**config.mk**
```make
export PLATFORM = sky130hd
export DESIGN_NAME = life_icon_renderer_flat
export DESIGN_NICKNAME = d
export VERILOG_FILES = /design/src/rtl/life_icon_renderer_if.sv /design/src/rtl/life_icon_renderer.sv /design/src/flat_wrapper.sv
export SDC_FILE = /design/constraint.sdc
export NUM_CORES = 1
export LEC_CHECK = 0
export CAP_MARGIN = 20
export CORE_MARGIN = 4
export CORE_UTILIZATION = 25
export DETAILED_ROUTE_END_ITERATION = 8
export SYNTH_ARGS = -nofsm -noshare
export SYNTH_HDL_FRONTEND = slang
export SYNTH_SLANG_ARGS = --single-unit
export TNS_END_PERCENT = 50
```
**constraint.sdc**
```tcl
create_clock -name vga_clk -period 22.5 [get_ports vga_clk]
set_clock_uncertainty 0.2 [all_clocks]
set_input_delay 2.25 -clock vga_clk [delete_from_list [all_inputs] [get_ports vga_clk]]
set_output_delay 2.25 -clock vga_clk [all_outputs]
set_load 0.05 [all_outputs]
```
**src/rtl/life_icon_renderer_if.sv**
```systemverilog
// Pixel/ROM/palette bundle between the raster source and the life icon renderer.
interface life_icon_renderer_if #(
   parameter int unsigned ADDR_W = 8,
   parameter int unsigned IDX_W  = 3,
   parameter int unsigned CNT_W  = 3
);
   logic [9:0]        DrawX;
   logic [9:0]        DrawY;
   logic              blank;
   logic              frame_start;
   logic [CNT_W-1:0]  lives_in;
   logic [ADDR_W-1:0] rom_addr;
   logic [IDX_W-1:0]  rom_q;
   logic [IDX_W-1:0]  pal_index;
   logic [3:0]        pal_red;
   logic [3:0]        pal_green;
   logic [3:0]        pal_blue;
   logic [3:0]        red;
   logic [3:0]        green;
   logic [3:0]        blue;
   logic              pixel_on;

   // Raster source side: supplies position, count, ROM data and palette colour.
   modport master (
      output DrawX, DrawY, blank, frame_start, lives_in, rom_q,
             pal_red, pal_green, pal_blue,
      input  rom_addr, pal_index, red, green, blue, pixel_on
   );

   // Renderer side.
   modport slave (
      input  DrawX, DrawY, blank, frame_start, lives_in, rom_q,
             pal_red, pal_green, pal_blue,
      output rom_addr, pal_index, red, green, blue, pixel_on
   );
endinterface

```
**src/rtl/life_icon_renderer.sv**
```systemverilog
// Draws a row of scaled life icons; a lost life blinks for a number of frames
// before disappearing. Two-clock pipeline from DrawX/DrawY to RGB/pixel_on.
module life_icon_renderer #(
   parameter int unsigned ICON_W       = 10,
   parameter int unsigned ICON_H       = 10,
   parameter int unsigned SCALE_SHIFT  = 2,
   parameter int unsigned MAX_LIVES    = 5,
   parameter int unsigned SPACING      = 4,
   parameter int unsigned X0           = 16,
   parameter int unsigned Y0           = 16,
   parameter int unsigned IDX_W        = 3,
   parameter int unsigned ADDR_W       = 8,
   parameter int unsigned BLINK_FRAMES = 48,
   parameter int unsigned BLINK_BIT    = 2,
   parameter int unsigned CNT_W        = 3
) (
   input logic                vga_clk,
   input logic                reset,
   life_icon_renderer_if.slave bus
);

   localparam int unsigned PW      = ICON_W << SCALE_SHIFT;
   localparam int unsigned PH      = ICON_H << SCALE_SHIFT;
   localparam int unsigned PITCH   = PW + SPACING;
   localparam int unsigned ROW_W   = MAX_LIVES * PITCH;
   localparam int unsigned BLINK_W = $clog2(BLINK_FRAMES + 1);
   localparam int unsigned POS_W   = 10;

   // Latched per-frame state.
   logic [CNT_W-1:0]   lives_q;
   logic [CNT_W-1:0]   ghost_slot;
   logic [BLINK_W-1:0] blink_left;

   // Pipeline registers.
   logic hit_d;
   logic blank_d;

   // Combinational geometry.
   logic [POS_W-1:0]  rel_x;
   logic [POS_W-1:0]  rel_y;
   logic [POS_W-1:0]  slot;
   logic [POS_W-1:0]  off;
   logic [POS_W-1:0]  texel_x;
   logic [POS_W-1:0]  texel_y;
   logic [31:0]       addr_full;
   logic              in_row;
   logic              ghost_vis;
   logic              slot_vis;
   logic              hit_c;
   logic [CNT_W-1:0]  n_c;
   logic              on_c;

   // Slot/offset decode and ROM texel address for the current pixel.
   always_comb begin
      rel_x     = bus.DrawX - POS_W'(X0);
      rel_y     = bus.DrawY - POS_W'(Y0);
      in_row    = (bus.DrawY >= POS_W'(Y0)) && (bus.DrawY < POS_W'(Y0 + PH)) &&
                  (bus.DrawX >= POS_W'(X0)) && (bus.DrawX < POS_W'(X0 + ROW_W));
      slot      = POS_W'(32'(rel_x) / PITCH);
      off       = rel_x - POS_W'(32'(slot) * PITCH);
      texel_x   = off >> SCALE_SHIFT;
      texel_y   = rel_y >> SCALE_SHIFT;
      addr_full = 32'(texel_y) * ICON_W + 32'(texel_x);
      ghost_vis = (blink_left != '0) && blink_left[BLINK_BIT];
      slot_vis  = (slot < POS_W'(lives_q)) ||
                  ((slot == POS_W'(ghost_slot)) && ghost_vis);
      hit_c     = in_row && (off < POS_W'(PW)) && slot_vis;
   end

   assign bus.rom_addr  = in_row ? ADDR_W'(addr_full) : '0;
   assign bus.pal_index = bus.rom_q;

   // Requested count clamped to the number of slots.
   assign n_c = (bus.lives_in > CNT_W'(MAX_LIVES)) ? CNT_W'(MAX_LIVES) : bus.lives_in;

   // Index 0 is transparent.
   assign on_c = hit_d && blank_d && (bus.rom_q != '0);

   // Frame latch: count, ghost slot and blink countdown update only on frame_start.
   always_ff @(posedge vga_clk or posedge reset) begin
      if (reset) begin
         lives_q    <= '0;
         ghost_slot <= '0;
         blink_left <= '0;
      end else if (bus.frame_start) begin
         if (n_c < lives_q) begin
            ghost_slot <= n_c;
            blink_left <= BLINK_W'(BLINK_FRAMES);
         end else if (n_c > lives_q) begin
            blink_left <= '0;
         end else if (blink_left != '0) begin
            blink_left <= blink_left - BLINK_W'(1);
         end
         lives_q <= n_c;
      end
   end

   // Stage 1: align hit/blank with the synchronous ROM read.
   always_ff @(posedge vga_clk or posedge reset) begin
      if (reset) begin
         hit_d   <= 1'b0;
         blank_d <= 1'b0;
      end else begin
         hit_d   <= hit_c;
         blank_d <= bus.blank;
      end
   end

   // Stage 2: registered colour and opacity flag.
   always_ff @(posedge vga_clk or posedge reset) begin
      if (reset) begin
         bus.pixel_on <= 1'b0;
         bus.red      <= 4'd0;
         bus.green    <= 4'd0;
         bus.blue     <= 4'd0;
      end else begin
         bus.pixel_on <= on_c;
         bus.red      <= on_c ? bus.pal_red   : 4'd0;
         bus.green    <= on_c ? bus.pal_green : 4'd0;
         bus.blue     <= on_c ? bus.pal_blue  : 4'd0;
      end
   end

endmodule

```
**src/flat_wrapper.sv**
```systemverilog
// flat-port wrapper written by rule: the top's interface ports become plain ports
module life_icon_renderer_flat 
#(
   parameter int unsigned ICON_W       = 10,
   parameter int unsigned ICON_H       = 10,
   parameter int unsigned SCALE_SHIFT  = 2,
   parameter int unsigned MAX_LIVES    = 5,
   parameter int unsigned SPACING      = 4,
   parameter int unsigned X0           = 16,
   parameter int unsigned Y0           = 16,
   parameter int unsigned IDX_W        = 3,
   parameter int unsigned ADDR_W       = 8,
   parameter int unsigned BLINK_FRAMES = 48,
   parameter int unsigned BLINK_BIT    = 2,
   parameter int unsigned CNT_W        = 3
)
  (vga_clk, reset, bus_DrawX, bus_DrawY, bus_blank, bus_frame_start, bus_lives_in, bus_rom_q, bus_pal_red, bus_pal_green, bus_pal_blue, bus_rom_addr, bus_pal_index, bus_red, bus_green, bus_blue, bus_pixel_on);
  life_icon_renderer_if #(.ADDR_W(ADDR_W), .IDX_W(IDX_W), .CNT_W(CNT_W)) bus_i ();
  input logic vga_clk;
  input logic reset;
  input wire logic [$bits(bus_i.DrawX)-1:0] bus_DrawX;
  input wire logic [$bits(bus_i.DrawY)-1:0] bus_DrawY;
  input wire logic [$bits(bus_i.blank)-1:0] bus_blank;
  input wire logic [$bits(bus_i.frame_start)-1:0] bus_frame_start;
  input wire logic [$bits(bus_i.lives_in)-1:0] bus_lives_in;
  input wire logic [$bits(bus_i.rom_q)-1:0] bus_rom_q;
  input wire logic [$bits(bus_i.pal_red)-1:0] bus_pal_red;
  input wire logic [$bits(bus_i.pal_green)-1:0] bus_pal_green;
  input wire logic [$bits(bus_i.pal_blue)-1:0] bus_pal_blue;
  output wire logic [$bits(bus_i.rom_addr)-1:0] bus_rom_addr;
  output wire logic [$bits(bus_i.pal_index)-1:0] bus_pal_index;
  output wire logic [$bits(bus_i.red)-1:0] bus_red;
  output wire logic [$bits(bus_i.green)-1:0] bus_green;
  output wire logic [$bits(bus_i.blue)-1:0] bus_blue;
  output wire logic [$bits(bus_i.pixel_on)-1:0] bus_pixel_on;
  assign bus_i.DrawX = bus_DrawX;
  assign bus_i.DrawY = bus_DrawY;
  assign bus_i.blank = bus_blank;
  assign bus_i.frame_start = bus_frame_start;
  assign bus_i.lives_in = bus_lives_in;
  assign bus_i.rom_q = bus_rom_q;
  assign bus_i.pal_red = bus_pal_red;
  assign bus_i.pal_green = bus_pal_green;
  assign bus_i.pal_blue = bus_pal_blue;
  assign bus_rom_addr = bus_i.rom_addr;
  assign bus_pal_index = bus_i.pal_index;
  assign bus_red = bus_i.red;
  assign bus_green = bus_i.green;
  assign bus_blue = bus_i.blue;
  assign bus_pixel_on = bus_i.pixel_on;
  life_icon_renderer #(.ICON_W(ICON_W), .ICON_H(ICON_H), .SCALE_SHIFT(SCALE_SHIFT), .MAX_LIVES(MAX_LIVES), .SPACING(SPACING), .X0(X0), .Y0(Y0), .IDX_W(IDX_W), .ADDR_W(ADDR_W), .BLINK_FRAMES(BLINK_FRAMES), .BLINK_BIT(BLINK_BIT), .CNT_W(CNT_W)) u_core (.vga_clk(vga_clk), .reset(reset), .bus(bus_i));
endmodule
```
-- Yosys cells after proc, flatten, opt, wreduce, memory -nomap -nowiden
Cells that the tools add are included.
- flip-flop bits (word level): 27
- word-level logic and storage cells: 50
- output and inout port bits: 24
- input bits: 42
- multipliers: 2
- reductions and logical operators: 15
- equality and inequality tests: 1
- $add $sub $neg: 5
- div/mod/pow operators: 1
- order comparisons: 9
- multiplexer cells: 8
- operators with widths (kind ; count):
    10-bit by 6-bit divider with 32-bit output (second input constant) ; 1
    10-bit by 5-bit >= comparator with 1-bit output (second input constant) ; 2
    10-bit by 6-bit < comparator with 1-bit output (second input constant) ; 2
    10-bit by 5-bit subtractor with 10-bit output (second input constant) ; 2
    6-bit two-way mux ; 3
    4-bit two-way mux ; 3
    10-bit by 3-bit == test with 1-bit output ; 1
    10-bit by 3-bit < comparator with 1-bit output ; 1
    10-bit by 8-bit < comparator with 1-bit output (second input constant) ; 1
    10-bit by 4-bit multiplier with 8-bit output (second input constant) ; 1
    10-bit subtractor ; 1
    1-bit logical AND ; 9
    8-bit adder ; 1
    8-bit by 3-bit multiplier with 7-bit output (second input constant) ; 1
    8-bit two-way mux ; 1
    3-bit nonzero test ; 2
    6-bit nonzero test ; 1
    6-bit by 1-bit subtractor with 6-bit output (second input constant) ; 1
    2-bit AND reduction ; 2
    3-bit greater-than comparator ; 1
    3-bit greater-than comparator (second input constant) ; 1
    3-bit < comparator ; 1
    3-bit two-way mux ; 1
    1-bit logical OR ; 1

-- Longest topological paths before layout
- depth after elaboration: 7
- depth in mapped cells: 33
- gate-level depth less buffers: 31

-- Worst setup path before layout
OpenSTA, ideal clock, no wires.
- path type: input to output
- start: input bus_DrawX[4]
- end: output bus_rom_addr[7]
- cell stages on the path: 32
- data arrival time: 9.914 ns
- data required time: 20.050 ns
- buffers on the path: 1
- path slack: 10.136 ns
- cells stage by stage: buf_2 -> inv_1 -> ha_1 -> nor3b_1 -> and3_1 -> nor2_2 -> ha_1 -> o32a_1 -> a211oi_4 -> inv_4 -> nor4_2 -> nor4_1 -> or3_1 -> or2_1 -> mux2_4 -> or3_1 -> ha_1 -> ha_1 -> inv_1 -> fa_1 -> ha_1 -> o21ai_0 -> nand2b_1 -> xor2_1 -> ha_1 -> o21ai_0 -> nand2b_1 -> a21oi_1 -> maj3_1 -> xnor2_1 -> xnor2_1 -> nor2_1
- word-level cells in the longest chain between the ends: 6
- elaborated cells on any way between the ends: 10
- those cells by class: add/sub: 3; mul: 1; div: 1; order compare: 2; mux: 1; reduce/logical: 2
- RTL lines (what ; RTL line ; RTL):
    start: declaration ; flat_wrapper.sv:21 ; input wire logic [$bits(bus_i.DrawX)-1:0] bus_DrawX;
    10-bit by 5-bit subtractor with 10-bit output ; life_icon_renderer.sv:55 ; rel_x = bus.DrawX - POS_W'(X0);
    10-bit by 6-bit divider with 32-bit output ; life_icon_renderer.sv:59 ; slot = POS_W'(32'(rel_x) / PITCH);
    10-bit by 4-bit multiplier with 8-bit output ; life_icon_renderer.sv:60 ; off = rel_x - POS_W'(32'(slot) * PITCH);
    10-bit subtractor ; life_icon_renderer.sv:60 ;
    8-bit adder ; life_icon_renderer.sv:63 ; addr_full = 32'(texel_y) * ICON_W + 32'(texel_x);
    8-bit two-way mux (*) ; life_icon_renderer.sv:70 ; assign bus.rom_addr = in_row ? ADDR_W'(addr_full) : '0;
    end: declaration ; flat_wrapper.sv:30 ; output wire logic [$bits(bus_i.rom_addr)-1:0] bus_rom_addr;
Every way passes the cells marked *; elsewhere a longest branch is shown, timed or not.

-- Worst setup path after layout
Ends and elaborated chain as after synthesis.

==> flow_summary.ini <==
[sta]
drv_slew = 0
timing.setup.tns_ns = 0
fmax_mhz = 67.6
relSlewSlack_pct = 40.5
rsz0062_at_grt = no
min_period_ns = 14.79
worstMarginPinSlew_ns = 0.886
fin_crit_sh_pct = 65.7
finalSetupViolations = 0
hold_viol_final = 0

[clock_network]
postCtsHoldBufs = 0
clockBufferDepth = 2
insertion_delay_ns = 0.26
cts_tree = done
cts_buffers = 3
cts_resized = 0
root_buffer = clkbuf_16
post-cts-setup-buffer-count = 0
clkTransAtPathRegs_ns = 0.07
cts_num_sinks = 27
htree_levels = 1

[synthesis]
synth_top_family_by_area = compound AO/OA/AOI/OAI gates
ys_warn_count = 0
synth-edff-count = 0
synth_cells = 446
ys.flop_type = dfrtp_1
synth.net_count = 539
syn_avg_cell_area_um2 = 8.12
synthArstFlopShare_pct = 100
synth_seq_area_share_pct = 18.6
synthAdderAreaFrac_pct = 18.9
netlist.area_leader.share_pct = 18.6
synthXorXnorAreaFrac_pct = 8.22
netlist_area_mm2 = 0.00362
ys_types = 72
synth_compound_area_share_pct = 22.8
synthTopCellsByArea = dfrtp_1, ha_1, xnor2_1, o21ai_0, a21oi_1
synth-simple-area-share_pct = 22.2
synth.ff_latch_count = 27
yosysTopAreaCell = dfrtp_1
synth.mux.area_fraction_pct = 2.49

[grt]
grt_pass1_wl_um = 15200
grt.overflow.total = 0
grt_util_all_layers_pct = 10.8
grt_max_degree = 28
grt_pass1_vias = 3246
antenna_found_initial = 0

[cells_and_area]
seqCellArea_um2 = 676
final_cell_mix = clkdlybuf4s50_1, ha_1, inv_1, nand2_1, o21ai_0
drive_above_1_share_pct = 5.84
finalNetCount = 591
num_antenna_cells = 0
nFillCells = 1453
multi_input_area_mm2 = 0.00271
layout_commonest_cell = clkdlybuf4s50_1
areaGrowthSynthToFinish_pct = 24.6

[worst_setup_path]
r2r-start = u_core.lives_q[1]
cp_common_cell = ha_1
cp-end-kind = primary output
path_delay_family = adder cells
cp_num_buf_inv = 5
startpoint_type = input pin
worstSetupPathType = in2out
arrival_ns = 12.34
worstPathMaxFanout = 22
cp_data_required_time_ns = 20.05
startpoint = bus_DrawX[4]
slowest_stage = clkdlybuf4s50_1
slowest_delay_ns = 0.83

[place]
gp_congestion = 0.898
io_buffers = 65
dp_hpwl_um = 7560

[floorplanning]
start_util_pct = 25.8
floorplan.io_pins = 66
die_area_mm2 = 0.0165
die_x_um = 128
coreArea_mm2 = 0.0140
rows = 43
die_h_um = 128

[status]
status = complete, no violations

[routing]
wl_um = 9130
vias = 3360
drt_iter0_drc = 295
vias_per_cell = 4.96
dr.pass1.iters = 4
post_drt_wl_per_cell_um = 13.5
drt.antenna.violating_nets = 0
drcViolationCount = 0

[power_and_ir_drop]
p_per_area_mw_per_mm2 = 134
ir_drop_uv = 98.1
p_leak_nw = 1.94
finalPower_w = 0.000605

[flow_run]
drv_cap = 0

[hold_path]
hold_class = reg2reg
hp-start = u_core.blink_left[5]
report_power, final:
| group | switching (W) | internal [W] |
|---|---|---|
| combinational | 0.000269 | 0.000240 |
| sequential | 0.00000307 | 0.0000525 |
| clock | 0.0000162 | 0.0000241 |
| total | 0.000288 | 0.000317 |
sequential cells by signal, indices dropped and copies added, names as in the netlist:
signal               cells
u_core.lives_q           3
u_core.blank_d           1
u_core.bus.green         4
u_core.bus.pixel_on      1
u_core.hit_d             1
u_core.bus.blue          4
u_core.blink_left        6
u_core.bus.red           4
u_core.ghost_slot        3
routing by layer:
metal	global-route usage, %	up-vias	part of all wire [%]
met5	0	-	0
met4	1.19	0	0.62
met3	1.08	6	3.0
met2	18.5	64	49
met1	15.2	1591	48
li1	-	1699	-
cells in the mapped netlist (3+ instances only):
library cell and n:
a21o_1 11, a21oi_1 29, a31o_2 3, a31oi_1 7, and2_1 13, and3_1 5
buf_2 3, buf_4 3, clkbuf_1 12, dfrtp_1 27, fa_1 5, ha_1 46
inv_1 37, mux2_2 3, mux2i_1 3, nand2_1 31, nand2b_1 7, nand3_1 8
nor2_1 25, nor2b_1 6, nor3_1 14, nor3b_1 4, nor4_1 10, o211ai_1 5
o21ai_0 30, o21ai_1 3, o21bai_1 5, or3_1 6, xnor2_1 23, xor2_1 11
through the flow:
stage                     setup WS, ns  std cells  util, %  hold slack [ns]  instance area, µm²
final                             7.71        677     32.2            0.312                4520
after CTS                         7.83        676     32.0            0.315                4490
after global routing              7.06        677     32.2            0.340                4520
after detailed placement          7.87        672     31.4            0.300                4410
after floorplan                  10.14        446        -            0.272                3620
after global placement            8.11        672     31.4            0.304                4410
worst paths after layout:
check,depth (start not counted),slack [ns],to
max,33,7.71,bus_rom_addr[7]
min,2,0.31,u_core.blink_left[5]
max reg2reg,8,20.41,u_core.blink_left[4]
min reg2reg,2,0.31,u_core.blink_left[5]
max in group asynchronous,3,19.71,u_core.blink_left[2]
min in group asynchronous,2,2.00,u_core.bus.green[0]
worst reg2reg max path, delay by kind of cell (launching register included):
kind | cells | cell delay (ns)
adder cells (fa/ha/maj) | 1 | 0.25
AO/OA/AOI/OAI | 5 | 1.05
buffers and inverters | 1 | 0.10
AND/OR/NAND/NOR | 1 | 0.06
flip-flops | 1 | 0.36
layout make-up:
cell class                 instances  area share (%)
clock buffer                       3            1.66
clock inverter                     1           0.166
inverter                          39            3.30
multi-input combinational        361            59.9
sequential                        27            15.0
tap                              180            4.99
timing repair buffer              66            15.0
cells by family after synthesis:
group / Yosys count
AOI/OAI and AO/OA: 119
muxes: 8
and+or+nand+nor: 148
adders and majority gates: 52
DFF: 27
xor gates and xnor gates: 34
buffers and inverters: 58
No activity file was read; power rests on OpenSTA's default activity.
